===== src/rtl/and16_if.sv =====
// -----------------------------------------------------------------------------
// and16_if -- streaming handshake bundle for the registered AND unit.
//
// Purpose : groups the operand/result valid-ready channels so producers,
//           consumers and the unit share one connection point.
//
// Signals :
//   in_valid   producer -> unit   a/b carry a valid operand pair
//   in_ready   unit -> producer   unit can take an operand pair this cycle
//   a, b       producer -> unit   operands, WIDTH bits
//   out_valid  unit -> consumer   out carries a valid result
//   out_ready  consumer -> unit   consumer takes the result this cycle
//   out        unit -> consumer   registered a & b, WIDTH bits
//   out_zero, out_ones, out_popcnt  (only with AND16_STATUS_EN defined)
//
// Modports : slave  = the AND unit itself
//            master = the environment driving operands / taking results
// -----------------------------------------------------------------------------
interface and16_if #(
    parameter int WIDTH = 16
);
    localparam int CNT_W = $clog2(WIDTH) + 1;

    logic             in_valid;
    logic             in_ready;
    logic [WIDTH-1:0] a;
    logic [WIDTH-1:0] b;
    logic             out_valid;
    logic             out_ready;
    logic [WIDTH-1:0] out;
`ifdef AND16_STATUS_EN
    logic             out_zero;
    logic             out_ones;
    logic [CNT_W-1:0] out_popcnt;
`endif

    modport slave (
        input  in_valid,
        output in_ready,
        input  a,
        input  b,
        output out_valid,
        input  out_ready,
        output out
`ifdef AND16_STATUS_EN
        ,
        output out_zero,
        output out_ones,
        output out_popcnt
`endif
    );

    modport master (
        output in_valid,
        input  in_ready,
        output a,
        output b,
        input  out_valid,
        output out_ready,
        input  out
`ifdef AND16_STATUS_EN
        ,
        input  out_zero,
        input  out_ones,
        input  out_popcnt
`endif
    );

endinterface


===== src/rtl/and16_unit.sv =====
// -----------------------------------------------------------------------------
// and16_unit -- registered WIDTH-bit bitwise AND with valid/ready handshake.
//
// Purpose : accepts an operand pair (a, b) and presents out = a & b one clock
//           later. A single result register holds the value under
//           backpressure; a new pair may enter on the same edge the held
//           result leaves, giving one result per cycle.
//
// Ports :
//   clk   rising-edge clock
//   rst   synchronous, active-high reset (drops any pending result)
//   bus   and16_if.slave: in_valid/in_ready/a/b in, out_valid/out_ready/out
//
// Build option : define AND16_STATUS_EN to add out_zero, out_ones and
//                out_popcnt, registered alongside out and updated on accept.
// -----------------------------------------------------------------------------
module and16_unit #(
    parameter int WIDTH = 16
) (
    input  logic   clk,
    input  logic   rst,
    and16_if.slave bus
);
    localparam int CNT_W = $clog2(WIDTH) + 1;

    logic             in_ready;
    logic             accept;
    logic             consume;
    logic [WIDTH-1:0] and_res;

    logic [WIDTH-1:0] out_d,       out_q;
    logic             out_valid_d, out_valid_q;

    // Ready depends only on the result register and downstream ready, never
    // on in_valid, so no combinational loop through a producer is possible.
    assign in_ready     = !out_valid_q || bus.out_ready;
    assign bus.in_ready = in_ready;

    always_comb begin
        // NOTE: every signal gets a default before any branch; a path that
        // leaves a combinational output unassigned infers a latch.
        and_res     = bus.a & bus.b;
        accept      = bus.in_valid && in_ready;
        consume     = out_valid_q && bus.out_ready;
        out_d       = out_q;
        out_valid_d = out_valid_q;

        if (accept) begin
            // Covers the simultaneous consume case too: the new result
            // replaces the old one and valid stays high.
            out_d       = and_res;
            out_valid_d = 1'b1;
        end else if (consume) begin
            out_valid_d = 1'b0;
        end
    end

    always_ff @(posedge clk) begin
        // NOTE: state uses non-blocking assignments so every flop samples
        // pre-edge values regardless of statement order.
        if (rst) begin
            // NOTE: the result register is cleared as well as the valid flag;
            // it is a single word, and a known value after reset is cheap.
            out_valid_q <= 1'b0;
            out_q       <= '0;
        end else begin
            out_valid_q <= out_valid_d;
            out_q       <= out_d;
        end
    end

    assign bus.out_valid = out_valid_q;
    assign bus.out       = out_q;

`ifdef AND16_STATUS_EN
    // Status flags describe the held result, so they load only on accept.
    logic             zero_d,   zero_q;
    logic             ones_d,   ones_q;
    logic [CNT_W-1:0] popcnt_d, popcnt_q;
    logic [CNT_W-1:0] res_cnt;

    always_comb begin
        res_cnt = '0;
        for (int i = 0; i < WIDTH; i++) begin
            res_cnt = res_cnt + CNT_W'(and_res[i]);
        end

        zero_d   = zero_q;
        ones_d   = ones_q;
        popcnt_d = popcnt_q;
        if (accept) begin
            zero_d   = ~|and_res;
            ones_d   = &and_res;
            popcnt_d = res_cnt;
        end
    end

    always_ff @(posedge clk) begin
        if (rst) begin
            // Matches the cleared result register: zero word, no ones.
            zero_q   <= 1'b1;
            ones_q   <= 1'b0;
            popcnt_q <= '0;
        end else begin
            zero_q   <= zero_d;
            ones_q   <= ones_d;
            popcnt_q <= popcnt_d;
        end
    end

    assign bus.out_zero   = zero_q;
    assign bus.out_ones   = ones_q;
    assign bus.out_popcnt = popcnt_q;
`endif

endmodule


===== src/flat_wrapper.sv =====
// flat-port wrapper written by rule: the top's interface ports become plain ports
module and16_unit_flat 
#(
    parameter int WIDTH = 16
)
  (clk, rst, bus_in_valid, bus_in_ready, bus_a, bus_b, bus_out_valid, bus_out_ready, bus_out);
  and16_if #(.WIDTH(WIDTH)) bus_i ();
  input  logic clk;
  input  logic rst;
  input wire logic [$bits(bus_i.in_valid)-1:0] bus_in_valid;
  output wire logic [$bits(bus_i.in_ready)-1:0] bus_in_ready;
  input wire logic [$bits(bus_i.a)-1:0] bus_a;
  input wire logic [$bits(bus_i.b)-1:0] bus_b;
  output wire logic [$bits(bus_i.out_valid)-1:0] bus_out_valid;
  input wire logic [$bits(bus_i.out_ready)-1:0] bus_out_ready;
  output wire logic [$bits(bus_i.out)-1:0] bus_out;
  assign bus_i.in_valid = bus_in_valid;
  assign bus_in_ready = bus_i.in_ready;
  assign bus_i.a = bus_a;
  assign bus_i.b = bus_b;
  assign bus_out_valid = bus_i.out_valid;
  assign bus_i.out_ready = bus_out_ready;
  assign bus_out = bus_i.out;
  and16_unit #(.WIDTH(WIDTH)) u_core (.clk(clk), .rst(rst), .bus(bus_i));
endmodule

===== config.mk =====
export PLATFORM = sky130hd
export DESIGN_NAME = and16_unit_flat
export DESIGN_NICKNAME = d
export VERILOG_FILES = /design/src/rtl/and16_if.sv /design/src/rtl/and16_unit.sv /design/src/flat_wrapper.sv
export SDC_FILE = /design/constraint.sdc
export NUM_CORES = 1
export LEC_CHECK = 0
export BUFFER_PORTS_ARGS = -buffer_cell sky130_fd_sc_hd__buf_2
export CORE_MARGIN = 5
export CORE_UTILIZATION = 34
export DETAILED_ROUTE_END_ITERATION = 10
export PLACE_DENSITY = 0.78
export SLEW_MARGIN = 20
export SYNTH_ARGS = -nofsm -noshare
export SYNTH_HDL_FRONTEND = slang
export SYNTH_SLANG_ARGS = --single-unit

===== constraint.sdc =====
create_clock -name clk -period 1 [get_ports clk]
set_input_delay 0 -clock clk [delete_from_list [all_inputs] [get_ports clk]]
set_output_delay 0 -clock clk [all_outputs]
set_load 0.01 [all_outputs]

==> results.cfg, run 1 <==
[outcome]
outcome = complete, but fails checks
violations = setup timing

[route]
vias = 986
wl_per_cell_um = 14.7
drc = 0
drtIter0Drc = 9
drtAntennaViolNets = 0
vias_per_cell = 5.11
routed_wirelength_mm = 2.84
first_pass_iters = 4

[die]
die_area_um2 = 3050
die_y_um = 55.2
rows = 16
die_w_um = 55.2
start_util = 0.354
core_um2 = 1960
ios = 54

[global_route]
track_usage = 0.198
grt_pass1_wl_mm = 4.24
antenna_found_initial = 0
grt_max_degree = 18
grt_overflow_total = 0
grt_pass1_vias = 981

[logic_synthesis]
async_flop_share = 0
synth_commonest_cells = a21oi_1 (17), dfxtp_1 (17), nand4_1 (16)
syn_avg_cell_area_um2 = 9.14
synth_edf_count = 0
syn-instance-count = 76
synth_top_area_frac = 0.490
ys_ff_latch = 17
syn_area_um2 = 694
synth_cell_types = 14
synth.area.top_cells = dfxtp_1 (49%), nand4_1 (14%), a21oi_1 (12%)
synth_seq_area_share = 0.490
synth_ff_type = dfxtp_1
ys_warn_count = 0
yosys.area.top_type = dfxtp_1
synth_fp_nets = 112

[setup_path]
critical-path-max-stage-delay_ns = 0.33
worst_setup_path_start_kind = flop
ff2ff_path_depth = 5
crit_path_end_kind = flop
crit_chain = nor2b_4 -> inv_6 -> buf_4 -> nand4_1 -> a21oi_1
r2r_slack_ns = -0.02
critical_path.endpoint = u_core.bus.out[0]$_SDFFE_PP0P_
crit_buf_inv = 2
path_depth = 5
worst-path-max-fanout = 5
cp.required_ns = 1.17
crit_type = reg -> reg
arrival_ns = 1.19
crit_start = u_core.bus.out_valid$_SDFFE_PP0P_
reg2reg_from = u_core.bus.out_valid$_SDFFE_PP0P_
r2r_end = u_core.bus.out[0]$_SDFFE_PP0P_
critical-path-top-delay-family = flip-flops
critPathSlowestCell = dfxtp_2

[cells_and_area]
fill_cells = 162
drive_gt1_frac = 0.428
syn2layout_area_growth_pct = 96.8
multi_input_area_um2 = 287
nNetsFinal = 203
seq_area_um2 = 342
diodes = 0

[sta]
fin_hold_ws_ns = 0.0851
slew_headroom = 0.788
setup-violations-final = 6
hold_violations = 0
setup_slack_ns = -0.0172
period_needed_ns = 1.02
rsz0062_at_grt = true
skew_ns = 0.00699
fmax_mhz = 983
fin_crit_sh = 1.02
drv_slew = 0
worst_pin_slew_ns = 0.318
fin_setup_tns_ns = -0.0554

[clock_tree]
cts.sinks = 17
clkTransAtPathRegs_ns = 0.10
root_buffer = clkbuf_4
clk_latency_ns = 0.29
cts_tree = built
clock_path_buffers = 2
cts_buffers = 3
htree_levels = 1

[pwr]
peakVddDrop_mv = 0.805
power_density_nw_per_um2 = 1040
p_leak_nw = 0.627

[placed_design]
gp_congestion = 0.646
post-place-ws_ns = 0.00272
numPortBuffers = 53
dpl.hpwl_mm = 1.57

[job]
drv_cap = 0

[worst_hold_path]
min_path_cells = 2
hold_path_class = in -> reg
-- per-stage QoR --
| stage | power [mW] | cells | instance area (um^2) | utilization |
|---|---|---|---|---|
| after global routing | 1.51 | 193 | 1370 | 0.696 |
| after CTS | 1.42 | 193 | 1370 | 0.696 |
| final | 1.42 | 193 | 1370 | 0.696 |
| after detailed placement | 0.952 | 153 | 970 | 0.494 |
| after floorplan | 0.842 | 76 | 696 | - |
| after global placement | 0.943 | 153 | 970 | 0.494 |
-- state kept, by name, indices dropped and copies added (netlist names) --
register              flops
u_core.bus.out           16
u_core.bus.out_valid      1
-- area by class of cell --
cell class / count / share of cell area
clock buffers: 3 / 0.0165
clock inverters: 1 / 0.00366
repair buffers: 93 / 0.486
inverters: 2 / 0.00916
multi-input cells: 50 / 0.210
well taps: 27 / 0.0247
flip-flops and latches: 17 / 0.250
-- where the power goes --
part	total (mW)	switching (mW)	internal (mW)
Sequential	0.718	0.0127	0.705
Clock	0.361	0.213	0.148
Combinational	0.343	0.143	0.201
Total	1.42	0.368	1.05
-- worst min-delay path by stage --
stage,from,end,slack [ns]
2_1_floorplan,bus_b[0],u_core.bus.out[0]$_SDFFE_PP0P_,0.15
3_5_place_dp,bus_b[10],u_core.bus.out[10]$_SDFFE_PP0P_,0.27
5_1_grt,rst,u_core.bus.out[0]$_SDFFE_PP0P_,0.07
4_1_cts,rst,u_core.bus.out[9]$_SDFFE_PP0P_,0.07
3_3_place_gp,bus_b[0],u_core.bus.out[0]$_SDFFE_PP0P_,0.26
6_report,rst,u_core.bus.out[5]$_SDFFE_PP0P_,0.09
-- cells in the final DEF, fill, tap and decap left out --
cell / count
clkbuf_4: 3
buf_2: 52
o21ai_1: 8
nand4_1: 16
a21oi_1: 17
clkinv_2: 1
buf_12: 1
dfxtp_1: 16
inv_6: 1
o21ai_2: 2
dlygate4sd3_1: 32
buf_6: 1
buf_4: 7
o21ai_0: 6
nor2b_4: 1
inv_2: 1
dfxtp_2: 1
-- logic make-up after synthesis --
family / Yosys count / share of synthesized area
compound gates: 33 / 0.249
buf+inv: 9 / 0.0973
flops: 17 / 0.490
simple gates: 17 / 0.164
-- per-layer routing --
layer	up-vias	GRT usage	share of wire
met2	49	0.406	0.52
met3	0	0.0563	0.12
li1	468	-	-
met1	469	0.184	0.36
met5	-	0	0
met4	0	0.0607	0
-- what timing repair did --
item | CTS | global route
buffers inserted | 4 | 0
endpoints found under the setup margin | 2 | 17
pin swaps | 3 | 0
hold endpoints to repair | 16 | 0
hold buffers | 32 | 0
cloned | 0 | 0
gates resized for setup | 1 | 0
No activity file was read; power rests on OpenSTA's default activity.
==> inputs of run 2 (changes only) <==
==> constraint.sdc (replaced) <==
create_clock -name clk -period 1 [get_ports clk]
set_input_delay 0.15 -clock clk [delete_from_list [all_inputs] [get_ports clk]]
set_output_delay 0.15 -clock clk [all_outputs]
set_load 0.01 [all_outputs]
==> run 2 against run 1 <==
Against the previous run:
- the run still ends with setup timing left
- combinational power down 31%
- critical path type is now reg -> out
- critical path depth down 2
- largest cell class is now sequential cells
- highest routed layer unchanged
- global-route usage down 5.5 points
==> results.cfg, run 2 (synthesized netlist as in run 1, its figures left out) <==
[clock_tree]
root_buffer = clkbuf_4
clk_latency_ns = 0.28
clkTransAtPathRegs_ns = 0.10
cts_hold_buf = 0
cts_buffers = 3
clock_path_buffers = 2
htree_levels = 1
cts_tree = built
cts.sinks = 17

[pwr]
power_density_nw_per_um2 = 1260
p_leak_nw = 0.486
peakVddDrop_mv = 0.724

[outcome]
violations = setup timing
outcome = complete, but fails checks

[cells_and_area]
drive_gt1_frac = 0.541
final_cell_mix = buf_2 (52), a21oi_1 (17), nand4_1 (16)
design_area_um2 = 1040
diodes = 0
mostFrequentLayoutCell = buf_2
syn2layout_area_growth_pct = 49.6
fill_cells = 219
largest_reg_flops = 16
nNetsFinal = 170
layoutNonFillerInstCount = 160
utilization = 0.529

[worst_hold_path]
hold_path_class = in -> reg

[global_route]
track_usage = 0.144
grt_max_degree = 18
grt_overflow_total = 0
grt_pass1_wl_mm = 3.11
antenna_found_initial = 0
grt_pass1_vias = 735

[die]
rows = 16
start_util = 0.354
die_area_um2 = 3050
die_y_um = 55.2
core_um2 = 1960
die_w_um = 55.2
ios = 54

[sta]
hold_violations = 0
period_needed_ns = 1.10
rsz0062_at_grt = true
setup_slack_ns = -0.103
fin_crit_sh = 1.10
skew_ns = 0.00448
fmax_mhz = 906
worst_pin_slew_ns = 0.306
slew_headroom = 0.796
drv_slew = 0
setup-violations-final = 16

[route]
drtIter0Drc = 6
wl_per_cell_um = 13.2
first_pass_iters = 4
drc = 0
vias = 796
wl_met1_um = 839
dr_wl_met2_um = 965
vias_per_cell = 4.98
met3_length_um = 307
highest_layer = met3
routed_wirelength_mm = 2.11
drtAntennaViolNets = 0

[placed_design]
numPortBuffers = 53
place_inst = 153
gp_congestion = 0.646
dpl.hpwl_mm = 1.57
placed_cell_area_um2 = 970

[setup_path]
crit_type = reg -> out
cp.required_ns = 0.85
arrival_ns = 0.95
crit_path_end_kind = output pin
worst_setup_path_start_kind = flop
worst-path-max-fanout = 3

[job]
drv_cap = 0
run 2: per-layer routing:
layer | vias up | GRT usage
li1 | 399 | -
met1 | 356 | 0.160
met2 | 41 | 0.252
met3 | 0 | 0.0429
met4 | 0 | 0.0607
met5 | - | 0
run 2: path summary, 6_finish.rpt:
check,startpoint,end,cells after the start,slack [ns]
worst max-delay path,u_core.bus.out_valid$_SDFFE_PP0P_,bus_in_ready,3,-0.10
worst min-delay path,bus_b[11],u_core.bus.out[11]$_SDFFE_PP0P_,3,0.11
worst max register to register,u_core.bus.out_valid$_SDFFE_PP0P_,u_core.bus.out[12]$_SDFFE_PP0P_,5,-0.04
worst min register to register,u_core.bus.out[14]$_SDFFE_PP0P_,u_core.bus.out[14]$_SDFFE_PP0P_,2,0.47
run 2: where the power goes:
| part | leakage, nW | switching, mW | total (mW) | internal (mW) |
|---|---|---|---|---|
| sequential | 0.139 | 0.0128 | 0.718 | 0.705 |
| combinational | 0.329 | 0.119 | 0.235 | 0.115 |
| clock | 0.0177 | 0.212 | 0.360 | 0.148 |
| total | 0.486 | 0.344 | 1.31 | 0.969 |
run 2: worst max-delay path: stages (launching register included):
cell	delay, ns
dfxtp_2	0.33
nor2b_4	0.18
inv_6	0.05
buf_6	0.11
run 2: cell type report:
cell class | instances | area [um^2] | area share
Sequential cell | 17 | 343 | 0.330
Timing Repair Buffer | 60 | 332 | 0.319
Multi-Input combinational cell | 50 | 290 | 0.280
Tap cell | 27 | 33.8 | 0.0325
Clock buffer | 3 | 22.5 | 0.0217
Inverter | 2 | 12.5 | 0.0120
Clock inverter | 1 | 5.00 | 0.00482
run 2: what timing repair did:
| action | CTS | global route |
|---|---|---|
| setup endpoints to repair | 2 | 18 |
| resized for setup | 10 | 1 |
| endpoints found under the hold margin | 0 | 0 |
| buffers inserted | 3 | 0 |
| pin swaps | 1 | 1 |
run 2: per-stage QoR:
step	hold WS [ns]	total power, mW	setup TNS (ns)	setup slack, ns
6_report	0.113	1.31	-0.565	-0.103
5_1_grt	0.102	1.39	-1.84	-0.170
4_1_cts	0.102	1.33	-0.545	-0.111
3_5_place_dp	0.419	0.952	0	0.00272
3_3_place_gp	0.413	0.943	0	0.0699
2_1_floorplan	0.304	0.842	-0.126	-0.0158
